**config.mk**
```make
export PLATFORM = sky130hd
export DESIGN_NAME = node_input_sequencer_flat
export DESIGN_NICKNAME = d
export VERILOG_FILES = /design/src/rtl/node_input_sequencer_if.sv /design/src/rtl/node_input_sequencer.sv /design/src/flat_wrapper.sv
export SDC_FILE = /design/constraint.sdc
export NUM_CORES = 1
export LEC_CHECK = 0
export ABC_CLOCK_PERIOD_IN_PS = 5700
export BUFFER_PORTS_ARGS = -buffer_cell sky130_fd_sc_hd__buf_2
export CORE_AREA = 2 2 417 419
export DETAILED_ROUTE_END_ITERATION = 10
export DIE_AREA = 0 0 419 421
export GPL_ROUTABILITY_DRIVEN = 0
export GPL_TIMING_DRIVEN = 1
export PLACE_DENSITY = 0.38
export SLEW_MARGIN = 20
export SYNTH_ARGS = -nofsm -noshare
export SYNTH_HDL_FRONTEND = slang
export SYNTH_SLANG_ARGS = --single-unit
```
**constraint.sdc**
```tcl
create_clock -name clk -period 5.7 [get_ports clk]
set_input_delay 0.57 -clock clk [delete_from_list [all_inputs] [get_ports clk]]
set_output_delay 0.57 -clock clk [all_outputs]
set_load 0.05 [all_outputs]
```
**src/rtl/node_input_sequencer_if.sv**
```systemverilog
// Sample stream into the node input sequencer: upstream drives valid/data,
// the sequencer answers with ready.
interface node_input_sequencer_if #(
    parameter int unsigned DATA_W = 16
);
    logic              in_valid;
    logic [DATA_W-1:0] in_data;
    logic              in_ready;

    modport master (output in_valid, output in_data, input in_ready);
    modport slave  (input in_valid, input in_data, output in_ready);
endinterface

```
**src/rtl/node_input_sequencer.sv**
```systemverilog
// Collects one frame of N_INPUTS samples into a local buffer, then sweeps
// cnt_val across the buffer one index per clock for the node's MAC,
// bracketed by a clear strobe before and a done strobe after.
module node_input_sequencer #(
    parameter int unsigned DATA_W   = 16,
    parameter int unsigned N_INPUTS = 64,
    parameter int unsigned CNT_W    = 7
) (
    input  logic                               clk,
    input  logic                               n_rst,
    input  logic                               frame_start,
    input  logic                               abort,
    node_input_sequencer_if.slave              in_if,
    output logic [N_INPUTS-1:0][DATA_W-1:0]    data_out,
    output logic [CNT_W-1:0]                   cnt_val,
    output logic                               mac_clr,
    output logic                               mac_en,
    output logic                               done,
    output logic                               busy
);

    localparam int unsigned      IDX_W = (N_INPUTS > 1) ? $clog2(N_INPUTS) : 1;
    localparam logic [CNT_W-1:0] LAST  = CNT_W'(N_INPUTS - 1);

    typedef enum logic [2:0] {
        IDLE,
        LOAD,
        CLEAR,
        SWEEP,
        DONE
    } state_e;

    state_e                            state_q, state_d;
    logic [CNT_W-1:0]                  wr_ptr_q, wr_ptr_d;
    logic [CNT_W-1:0]                  cnt_q, cnt_d;
    logic [N_INPUTS-1:0][DATA_W-1:0]   buf_q, buf_d;
    logic                              in_ready_q, in_ready_d;
    logic                              mac_clr_q, mac_clr_d;
    logic                              mac_en_q, mac_en_d;
    logic                              done_q, done_d;
    logic                              busy_q, busy_d;
    logic                              accept;

    // in_ready_q is high exactly while in LOAD, so it doubles as the state qualifier
    assign accept = in_ready_q & in_if.in_valid;

    // State, counters, buffer and registered strobes
    always_ff @(posedge clk or negedge n_rst) begin
        if (!n_rst) begin
            state_q    <= IDLE;
            wr_ptr_q   <= '0;
            cnt_q      <= '0;
            buf_q      <= '0;
            in_ready_q <= 1'b0;
            mac_clr_q  <= 1'b0;
            mac_en_q   <= 1'b0;
            done_q     <= 1'b0;
            busy_q     <= 1'b0;
        end else begin
            state_q    <= state_d;
            wr_ptr_q   <= wr_ptr_d;
            cnt_q      <= cnt_d;
            buf_q      <= buf_d;
            in_ready_q <= in_ready_d;
            mac_clr_q  <= mac_clr_d;
            mac_en_q   <= mac_en_d;
            done_q     <= done_d;
            busy_q     <= busy_d;
        end
    end

    // Next state, write pointer, sweep index and buffer writes; abort overrides all
    always_comb begin
        state_d  = state_q;
        wr_ptr_d = wr_ptr_q;
        cnt_d    = cnt_q;
        buf_d    = buf_q;
        unique case (state_q)
            IDLE: begin
                if (frame_start) begin
                    state_d  = LOAD;
                    wr_ptr_d = '0;
                end
            end
            LOAD: begin
                if (accept) begin
                    buf_d[wr_ptr_q[IDX_W-1:0]] = in_if.in_data;
                    if (wr_ptr_q == LAST) begin
                        state_d  = CLEAR;
                        wr_ptr_d = '0;
                    end else begin
                        wr_ptr_d = wr_ptr_q + CNT_W'(1);
                    end
                end
            end
            CLEAR: begin
                state_d = SWEEP;
                cnt_d   = '0;
            end
            SWEEP: begin
                if (cnt_q == LAST) begin
                    state_d = DONE;
                    cnt_d   = '0;
                end else begin
                    cnt_d = cnt_q + CNT_W'(1);
                end
            end
            DONE: begin
                state_d = IDLE;
            end
            default: begin
                state_d = IDLE;
            end
        endcase
        // Abort cancels any pending accept, keeps the buffer, and also blocks frame_start in IDLE
        if (abort) begin
            state_d  = IDLE;
            wr_ptr_d = '0;
            cnt_d    = '0;
            buf_d    = buf_q;
        end
    end

    // Strobes decoded from the next state so they register alongside it
    always_comb begin
        in_ready_d = (state_d == LOAD);
        mac_clr_d  = (state_d == CLEAR);
        mac_en_d   = (state_d == SWEEP);
        done_d     = (state_d == DONE);
        busy_d     = (state_d != IDLE);
    end

    assign in_if.in_ready = in_ready_q;
    assign data_out       = buf_q;
    assign cnt_val        = cnt_q;
    assign mac_clr        = mac_clr_q;
    assign mac_en         = mac_en_q;
    assign done           = done_q;
    assign busy           = busy_q;

endmodule

```
**src/flat_wrapper.sv**
```systemverilog
// flat-port wrapper written by rule: the top's interface ports become plain ports
module node_input_sequencer_flat 
#(
    parameter int unsigned DATA_W   = 16,
    parameter int unsigned N_INPUTS = 64,
    parameter int unsigned CNT_W    = 7
)
  (clk, n_rst, frame_start, abort, data_out, cnt_val, mac_clr, mac_en, done, busy, in_if_in_valid, in_if_in_data, in_if_in_ready);
  node_input_sequencer_if #(.DATA_W(DATA_W)) in_if_i ();
  input  logic clk;
  input  logic n_rst;
  input  logic frame_start;
  input  logic abort;
  output logic [N_INPUTS-1:0][DATA_W-1:0] data_out;
  output logic [CNT_W-1:0] cnt_val;
  output logic mac_clr;
  output logic mac_en;
  output logic done;
  output logic busy;
  input wire logic [$bits(in_if_i.in_valid)-1:0] in_if_in_valid;
  input wire logic [$bits(in_if_i.in_data)-1:0] in_if_in_data;
  output wire logic [$bits(in_if_i.in_ready)-1:0] in_if_in_ready;
  assign in_if_i.in_valid = in_if_in_valid;
  assign in_if_i.in_data = in_if_in_data;
  assign in_if_in_ready = in_if_i.in_ready;
  node_input_sequencer #(.DATA_W(DATA_W), .N_INPUTS(N_INPUTS), .CNT_W(CNT_W)) u_core (.clk(clk), .n_rst(n_rst), .frame_start(frame_start), .abort(abort), .in_if(in_if_i), .data_out(data_out), .cnt_val(cnt_val), .mac_clr(mac_clr), .mac_en(mac_en), .done(done), .busy(busy));
endmodule
```
Word level (Yosys, flattened, before mapping)
Cells that the tools add are included.

Bitwise operators: 2. Mux-type cells: 17. $lt $le $gt $ge: 2. Reduce and logical (&&, ||, !) cells: 7. Add/subtract/negate cells: 2. Eq/ne operators: 11.

Operator list (number): 1024-bit bitwise mux (1); 16-bit demux with 6-bit select (1); 7-bit two-way mux (6); 7-bit case mux with 2 select lines (2); 16-bit two-way mux (1); 3-bit two-way mux (5); 7-bit by 1-bit adder with 7-bit output (second input constant) (2); 7-bit by 6-bit equality test with 1-bit output (second input constant) (2); 3-bit by 2-bit equality test with 1-bit output (second input constant) (4); 3-bit case mux with 4 select lines (1); 3-bit nonzero test (3); 6-bit by 7-bit less-than comparator with 1-bit output (second input constant) (1); 3-bit by 1-bit equality test with 1-bit output (second input constant) (2); 6-bit by 1-bit >= comparator with 1-bit output (second input constant) (1); 3-bit AND reduction (2); 3-bit equality test (second input constant) (1); 3-bit logical NOT (1); 3-bit by 2-bit inequality test with 1-bit output (second input constant) (1); 3-bit inequality test (second input constant) (1); 1-bit bitwise AND (1); 1-bit logical AND (1); 1-bit inverter (1).

Register bits after elaboration: 1046. Output and inout bits: 1036. Word-level logic and storage cells: 113.

Depth between registers and ports, before layout
Gate-level depths: netlist of run 1.

Word-level depth: 6. Gate-level depth with buffers: 8.

Worst setup path before layout of run 1
Ideal clock, no wire load.

Kind: in2reg. Start: in abort. End: reg u_core.buf_q (netlist bit u_core.data_out[485]). Stages: 7. Path buffers: 3. Slack: 3.362 ns. Setup time: 0.125 ns. Data arrival time: 2.213 ns. Cells stage by stage: buf_2 nand2b_1 buf_4 nor4_4 nand2_2 buf_2 mux2_2.

Word-level cells in the longest chain between the ends: 2.

Ends and longest elaborated chain: start, declared (line flat_wrapper.sv:13) `input logic abort;`; 1-bit inverter (no line); 3-bit AND reduction (no line); end signal, assigned (line node_input_sequencer.sv:63) `buf_q <= buf_d;`; end, declared (line node_input_sequencer.sv:36) `logic [N_INPUTS-1:0][DATA_W-1:0] buf_q, buf_d;`.

No other way between the ends. A chain may end at the register's enable or synchronous reset.

Final worst setup path of run 1
Start: reg u_core.state_q[2]. End: reg u_core.buf_q (netlist bit u_core.data_out[491]).

Word-level cells in the longest chain between the ends: 2.

Ends and longest elaborated chain: start, declared (line node_input_sequencer.sv:33) `state_e state_q, state_d;`; start signal, assigned (line node_input_sequencer.sv:60) `state_q <= state_d;`; 3-bit by 1-bit equality test with 1-bit output (line node_input_sequencer.sv:78) `unique case (state_q)`; 3-bit AND reduction (no line).

No other way between the ends.

==> results.sh, run 1 <==
export IMPL_period_share_pct=61.0
export IMPL_power_frac_comb_pct=5.0
export IMPL_report_final_slew_viol_count=0
export IMPL_pwr_share_clk_pct=49.6
export IMPL_path_max_fanout=16
export IMPL_clk_path_buf_depth=3
export IMPL_p_leak_uw=0.0294
export IMPL_start_kind="flop"
export IMPL_fill_cells=17800
export IMPL_dr_pass1_iters=6
export IMPL_insertion_delay_ns=0.78
export IMPL_top_layer="met5"
export IMPL_syn_to_final_growth_pct=30.9
export IMPL_num_rows=153
export IMPL_p_sw_share_pct=24.9
export IMPL_syn_cell_area_um2=39600
export IMPL_clock_sinks=1046
export IMPL_ys_flop_type="dfrtp_1"
export IMPL_die_y_um=421
export IMPL_synth_area_leader_cell="dfrtp_1"
export IMPL_hpwl_um=114000
export IMPL_p_int_uw=12500
export IMPL_wl_per_cell_um=28.3
export IMPL_fp_dieW_um=419
export IMPL_crit_required_ns=6.34
export IMPL_hold_buffers=1
export IMPL_synth_fp_nets=2456
export IMPL_drc=0
export IMPL_power_frac_seq_pct=45.4
export IMPL_wl_um=168000
export IMPL_rsz0062_at_grt="false"
export IMPL_dieArea_um2=176000
export IMPL_ios=1057
export IMPL_ys_seq_area_share_pct=66.1
export IMPL_ir_worst_vdd_uv=296
export IMPL_fin_skew_ns=0.0211
export IMPL_track_usage_pct=18.9
export IMPL_critPathLaunch="u_core.state_q[2]$_DFF_PN0_"
export IMPL_initial_core_util_pct=23.0
export IMPL_grt_pass1_vias=25900
export IMPL_critPathArrivalTime_ns=4.12
export IMPL_wl_met3_um=9720
export IMPL_synth_top_area_share_pct=66.1
export IMPL_hp_class="input pin to flop"
export IMPL_p_per_area_nw_per_um2=321
export IMPL_vias=25000
export IMPL_worstHoldStart="abort"
export IMPL_nNetsFinal=3515
export IMPL_cts_tree="built"
export IMPL_grt_ovfl_total=0
export IMPL_syn_instance_count=2433
export IMPL_drt_iter0_drc=1060
export IMPL_wl_met1_um=65400
export IMPL_antenna_left=0
export IMPL_p_sw_uw=4130
export IMPL_tns_ns=0
export IMPL_drive_gt1_share_pct=66.4
export IMPL_viasPerCell=4.22
export IMPL_grt_max_degree=135
export IMPL_maxCapViolCount=0
export IMPL_clk_pin_slew_ns=0.06
export IMPL_most_common_layout_cells="dfrtp_1 (1,046), buf_2 (1,039), mux2_2 (1,024)"
export IMPL_timing_fmax_ghz=0.288
export IMPL_critical_path_class="flop to flop"
export IMPL_synth_warnings=0
export IMPL_synth_area_top_cells="dfrtp_1 (66%), mux2_2 (29%), clkbuf_1 (1.0%)"
export IMPL_worstMarginPinSlew_ns=1.10
export IMPL_final_hold_violation_count=0
export IMPL_final_common_cell="dfrtp_1"
export IMPL_syn_avg_cell_area_um2=16.3
export IMPL_cts_buffers_inserted=130
export IMPL_period_minus_slack_ns=3.48
export IMPL_cts_root_buffer="clkbuf_16"
export IMPL_power_total_uw=16600
export IMPL_yosysUniqueCellTypes=45
export IMPL_grt_antenna_before_repair=12
export IMPL_max_slew_margin_pct=26.2
export IMPL_synth_edf_count=0
export IMPL_ys_seq_elements=1046
export IMPL_io_buffers=1056
export IMPL_status="finished, final reports clean"
export IMPL_cts_max_level=4
export IMPL_cts_resized=0
export IMPL_grt_pass1_wl_um=230000
export IMPL_wl_met2_um=87600
export IMPL_end_kind="flop"
export IMPL_cts_setup_buffers=0
export IMPL_setup_viol=0
export IMPL_r2r_start="u_core.state_q[2]$_DFF_PN0_"
export IMPL_fp_coreArea_um2=172000
export IMPL_async_flop_share_pct=100
## stage by stage
step | worst slack [ns] | std cells | util, % | cell area (µm²) | hold WS, ns
2_1_floorplan | 3.36 | 2433 | - | 39600 | 0.274
3_3_place_gp | 0.671 | 5677 | 27.6 | 47500 | 0.464
3_5_place_dp | 1.97 | 5684 | 27.6 | 47600 | 0.476
4_1_cts | 2.10 | 5918 | 30.0 | 51800 | 0.118
5_1_grt | 2.05 | 5918 | 30.0 | 51800 | 0.182
6_report | 2.22 | 5920 | 30.0 | 51800 | 0.209
## cells in the mapped netlist (4+ instances only)
| cell type | number |
|---|---|
| dfrtp_1 | 1046 |
| mux2_2 | 1024 |
| clkbuf_1 | 106 |
| buf_2 | 63 |
| nand2_2 | 40 |
| nand2_1 | 37 |
| buf_1 | 20 |
| nor2_1 | 18 |
| o21ai_0 | 6 |
| inv_1 | 5 |
| nor4_4 | 5 |
| nand3_1 | 4 |
## path summary, 6_finish.rpt
check	to	slack, ns	cells after the start
setup / recovery	u_core.data_out[491]$_DFFE_PN0P_	2.22	5
hold reg to reg	u_core.wr_ptr_q[6]$_DFFE_PN0P_	0.49	1
min in group asynchronous	u_core.data_out[979]$_DFFE_PN0P_	0.51	2
setup reg to reg	u_core.data_out[491]$_DFFE_PN0P_	2.22	5
max in group asynchronous	u_core.data_out[348]$_DFFE_PN0P_	3.68	3
hold / removal	u_core.wr_ptr_q[4]$_DFFE_PN0P_	0.21	3
## registers in the layout, summed over array words and instances, names as in the netlist
name	count
u_core.busy	1
u_core.cnt_val	7
u_core.data_out	1024
u_core.in_if.in_ready	1
u_core.state_q	3
u_core.mac_en	1
u_core.done	1
u_core.wr_ptr_q	7
u_core.mac_clr	1
## worst max-delay path, stage by stage, from the launching register on
cell and delay, ns:
dfrtp_1 0.44, nand4bb_1 0.76, nor4_4 1.05, buf_4 0.36, nand2_2 0.34, mux2_2 0.39
## final cells by class
class | instances | area, µm² | area share [%]
antenna | 2 | 5.00 | 0.00966
tap | 2325 | 2910 | 5.61
inverter | 5 | 18.8 | 0.0362
sequential | 1046 | 26200 | 50.5
clock inverter | 32 | 382 | 0.736
timing repair buffer | 1118 | 5900 | 11.4
multi-input combinational | 1191 | 12600 | 24.4
clock buffer | 201 | 3810 | 7.36
## power by group through the flow
stage | Clock [µW] | Combinational [µW] | Sequential (µW)
4_1_cts | 8560 | 881 | 7530
6_report | 8240 | 839 | 7540
5_1_grt | 8850 | 914 | 7540
3_3_place_gp | 0 | 882 | 7670
3_5_place_dp | 0 | 880 | 7670
2_1_floorplan | 0 | 174 | 7900
## metal layers
layer	vias up	GRT usage, %
li1	10700	-
met1	13400	21.6
met2	680	33.9
met3	197	4.77
met4	2	6.20
met5	-	0
## cell families (layout without fill, tap and decap cells)
| family | Yosys count | after routing | synth area share [%] |
|---|---|---|---|
| XOR/XNOR | 4 | 4 | 0.0885 |
| other | 0 | 2 | 0 |
| multiplexers | 1024 | 1024 | 29.1 |
| adder cells (fa/ha/maj) | 2 | 2 | 0.0632 |
| AO/OA/AOI/OAI | 26 | 26 | 0.461 |
| buffers and inverters | 196 | 1356 | 2.09 |
| AND/OR/NAND/NOR | 135 | 135 | 2.06 |
| flip-flops | 1046 | 1046 | 66.1 |
Note: power is estimated with default switching activity, not from simulation.
==> inputs of run 2 (changes only) <==
- ABC_AREA: not set -> 1
- ABC_CLOCK_PERIOD_IN_PS: 5700 -> 2800
- CORE_AREA: 2 2 417 419 -> 2 2 413 415
- DIE_AREA: 0 0 419 421 -> 0 0 415 417
- PLACE_DENSITY: 0.38 -> 0.4
- clock period: 5.7 -> 2.8 ns (I/O delays scaled with it)
==> run 2 against run 1 <==
Final cell count grew 17%. Global-route usage increased by 0.10 points. Utilization decreased by 0.29 points. Synthesized cell count is 50% higher. Maximum frequency grew 60%. Critical path type unchanged. Via count is 19% higher.
==> results.sh, run 2 <==
export IMPL_grt_max_degree=102
export IMPL_rsz0062_at_grt="false"
export IMPL_vias=29800
export IMPL_p_int_uw=24800
export IMPL_cts_max_level=3
export IMPL_most_common_layout_cells="nand2_1 (1,072), buf_2 (1,055), dfrtp_1 (1,046)"
export IMPL_ys_seq_area_share_pct=67.5
export IMPL_final_common_cell="nand2_1"
export IMPL_power_total_uw=33000
export IMPL_critical_path_class="flop to flop"
export IMPL_yosys_top_cells_count="nand2_1 (1,072), dfrtp_1 (1,046), o21ai_1 (733)"
export IMPL_power_frac_seq_pct=46.2
export IMPL_cts_root_buffer="clkbuf_16"
export IMPL_grt_pass1_vias=28900
export IMPL_insertion_delay_ns=0.75
export IMPL_wl_um=169000
export IMPL_crit_required_ns=3.41
export IMPL_whs_ns=0.0816
export IMPL_r2r_start="u_core.state_q[2]$_DFF_PN0_"
export IMPL_critPathArrivalTime_ns=2.78
export IMPL_report_final_slew_viol_count=0
export IMPL_p_leak_uw=0.0266
export IMPL_cts_buffers_inserted=120
export IMPL_cts_setup_buffers=0
export IMPL_yosysUniqueCellTypes=31
export IMPL_max_slew_margin_pct=42.4
export IMPL_reg2regPathDepth=9
export IMPL_ios=1057
export IMPL_nNetsFinal=4660
export IMPL_synth_warnings=0
export IMPL_largest_register_ffs=1024
export IMPL_wl_per_cell_um=24.2
export IMPL_p_sw_share_pct=24.8
export IMPL_yosysMostFrequentCell="nand2_1"
export IMPL_grt_antenna_before_repair=2
export IMPL_ir_worst_vdd_uv=510
export IMPL_synth_edf_count=0
export IMPL_clock_sinks=1046
export IMPL_period_minus_slack_ns=2.17
export IMPL_timing_fmax_ghz=0.461
export IMPL_place_ws_ns=0.558
export IMPL_syn_cell_area_um2=38800
export IMPL_fp_coreArea_um2=169000
export IMPL_setup_viol=0
export IMPL_initial_core_util_pct=23.0
export IMPL_antenna_left=0
export IMPL_syn_instance_count=3660
export IMPL_cts_tree="built"
export IMPL_dieArea_um2=173000
export IMPL_fp_dieW_um=415
export IMPL_num_rows=151
export IMPL_r2r_slack_ns=0.63
export IMPL_clk_path_buf_depth=3
export IMPL_grt_pass1_wl_um=235000
export IMPL_synth_area_top_cells="dfrtp_1 (68%), nand2_1 (10%), o21ai_1 (9.5%)"
export IMPL_fin_skew_ns=0.0312
export IMPL_drt_iter0_drc=2010
export IMPL_power_frac_comb_pct=4.9
export IMPL_syn_to_final_growth_pct=29.4
export IMPL_start_kind="flop"
export IMPL_period_share_pct=77.4
export IMPL_placed_cells_incl_taps=6718
export IMPL_p_sw_uw=8170
export IMPL_p_per_area_nw_per_um2=658
export IMPL_ys_flop_type="dfrtp_1"
export IMPL_async_flop_share_pct=100
export IMPL_end_kind="flop"
export IMPL_status="finished, final reports clean"
export IMPL_synth_top_area_share_pct=67.5
export IMPL_die_y_um=417
export IMPL_tns_ns=0
export IMPL_worstMarginPinSlew_ns=0.864
export IMPL_path_max_fanout=32
export IMPL_drive_gt1_share_pct=30.7
export IMPL_dr_pass1_iters=5
export IMPL_hp_class="input pin to async pin"
export IMPL_pwr_share_clk_pct=48.9
export IMPL_hpwl_um=113000
export IMPL_track_usage_pct=19.0
export IMPL_maxCapViolCount=0
export IMPL_final_hold_violation_count=0
export IMPL_drc=0
export IMPL_synth_fp_nets=3683
export IMPL_clk_pin_slew_ns=0.06
export IMPL_viasPerCell=4.29
export IMPL_syn_avg_cell_area_um2=10.6
export IMPL_io_buffers=1056
export IMPL_worst_slack_ns=0.633
export IMPL_synth_area_leader_cell="dfrtp_1"
export IMPL_finalNonFillerCells=6954
export IMPL_ys_seq_elements=1046
export IMPL_regToRegEndpoint="u_core.data_out[886]$_DFFE_PN0P_"
export IMPL_grt_ovfl_total=0
[run 2: cell count changes after synthesis, sizes merged, moves of 25 or more]
cell / before / now
nand2: 77 / 1121
o21ai: 6 / 1032
mux2: 1024 / 0
buf: 85 / 156
nor2: 18 / 67
clkbuf: 106 / 138
inv: 5 / 36
nand3: 4 / 29
[run 2: power groups by stage]
stage / registers, µW / logic [µW] / clock network [µW]
CTS: 15300 / 1680 / 16600
floorplan: 15900 / 311 / 0
global route: 15300 / 1730 / 17200
global placement: 15500 / 1660 / 0
detailed placement: 15500 / 1670 / 0
finish: 15300 / 1610 / 16100
[run 2: how the worst max path moves through the flow]
stage | from | endpoint | cells past startpoint
floorplan | u_core.in_if.in_ready$_DFF_PN0_ | u_core.data_out[586]$_DFFE_PN0P_ | 9
global placement | u_core.wr_ptr_q[2]$_DFFE_PN0P_ | u_core.data_out[913]$_DFFE_PN0P_ | 7
detailed placement | u_core.wr_ptr_q[2]$_DFFE_PN0P_ | u_core.data_out[913]$_DFFE_PN0P_ | 7
CTS | u_core.wr_ptr_q[2]$_DFFE_PN0P_ | u_core.data_out[914]$_DFFE_PN0P_ | 7
global route | u_core.wr_ptr_q[2]$_DFFE_PN0P_ | u_core.data_out[528]$_DFFE_PN0P_ | 6
finish | u_core.state_q[2]$_DFF_PN0_ | u_core.data_out[886]$_DFFE_PN0P_ | 9
[run 2: cells by family after synthesis]
family / count (synthesis) / synth area share [%]
buffers and inverters: 348 / 5.33
XOR/XNOR: 2 / 0.0452
AO/OA/AOI/OAI: 1043 / 14.0
adder cells (fa/ha/maj): 2 / 0.0645
flip-flops: 1046 / 67.5
AND/OR/NAND/NOR: 1219 / 13.1
[run 2: layer usage]
metal	global-route usage (%)	vias to the layer above	routed length [µm]
met3	4.44	213	9910
li1	-	14000	-
met5	0	-	0
met1	23.3	14700	69600
met4	6.72	0	5530
met2	32.5	883	83500
[run 2: layout make-up]
| class | count | area (µm²) |
|---|---|---|
| antenna | 2 | 5.00 |
| clock buffer | 183 | 3590 |
| clock inverter | 36 | 437 |
| fill | 17900 | 118000 |
| inverter | 54 | 246 |
| multi-input combinational | 2266 | 10500 |
| sequential | 1046 | 26200 |
| tap | 2218 | 2780 |
| timing repair buffer | 1149 | 6390 |
[run 2: critical path: stages (launching register included)]
cell and delay, ns:
dfrtp_1 0.41, nor2_4 0.12, nand2_2 0.13, nor2_8 0.16, nand2_8 0.10, clkinv_4 0.30
buf_4 0.25, nand2_4 0.26, nand2_1 0.17, o21ai_2 0.06
[run 2: repair_timing]
action                                 CTS  global route
endpoints found under the hold margin  302             0
hold buffers                            15             0
gates resized for setup                  0             0
[run 2: stage by stage]
step / utilization, % / area (µm²)
2_1_floorplan: - / 38800
6_report: 29.8 / 50200
3_5_place_dp: 27.3 / 46000
5_1_grt: 29.8 / 50200
4_1_cts: 29.8 / 50200
3_3_place_gp: 27.3 / 46000
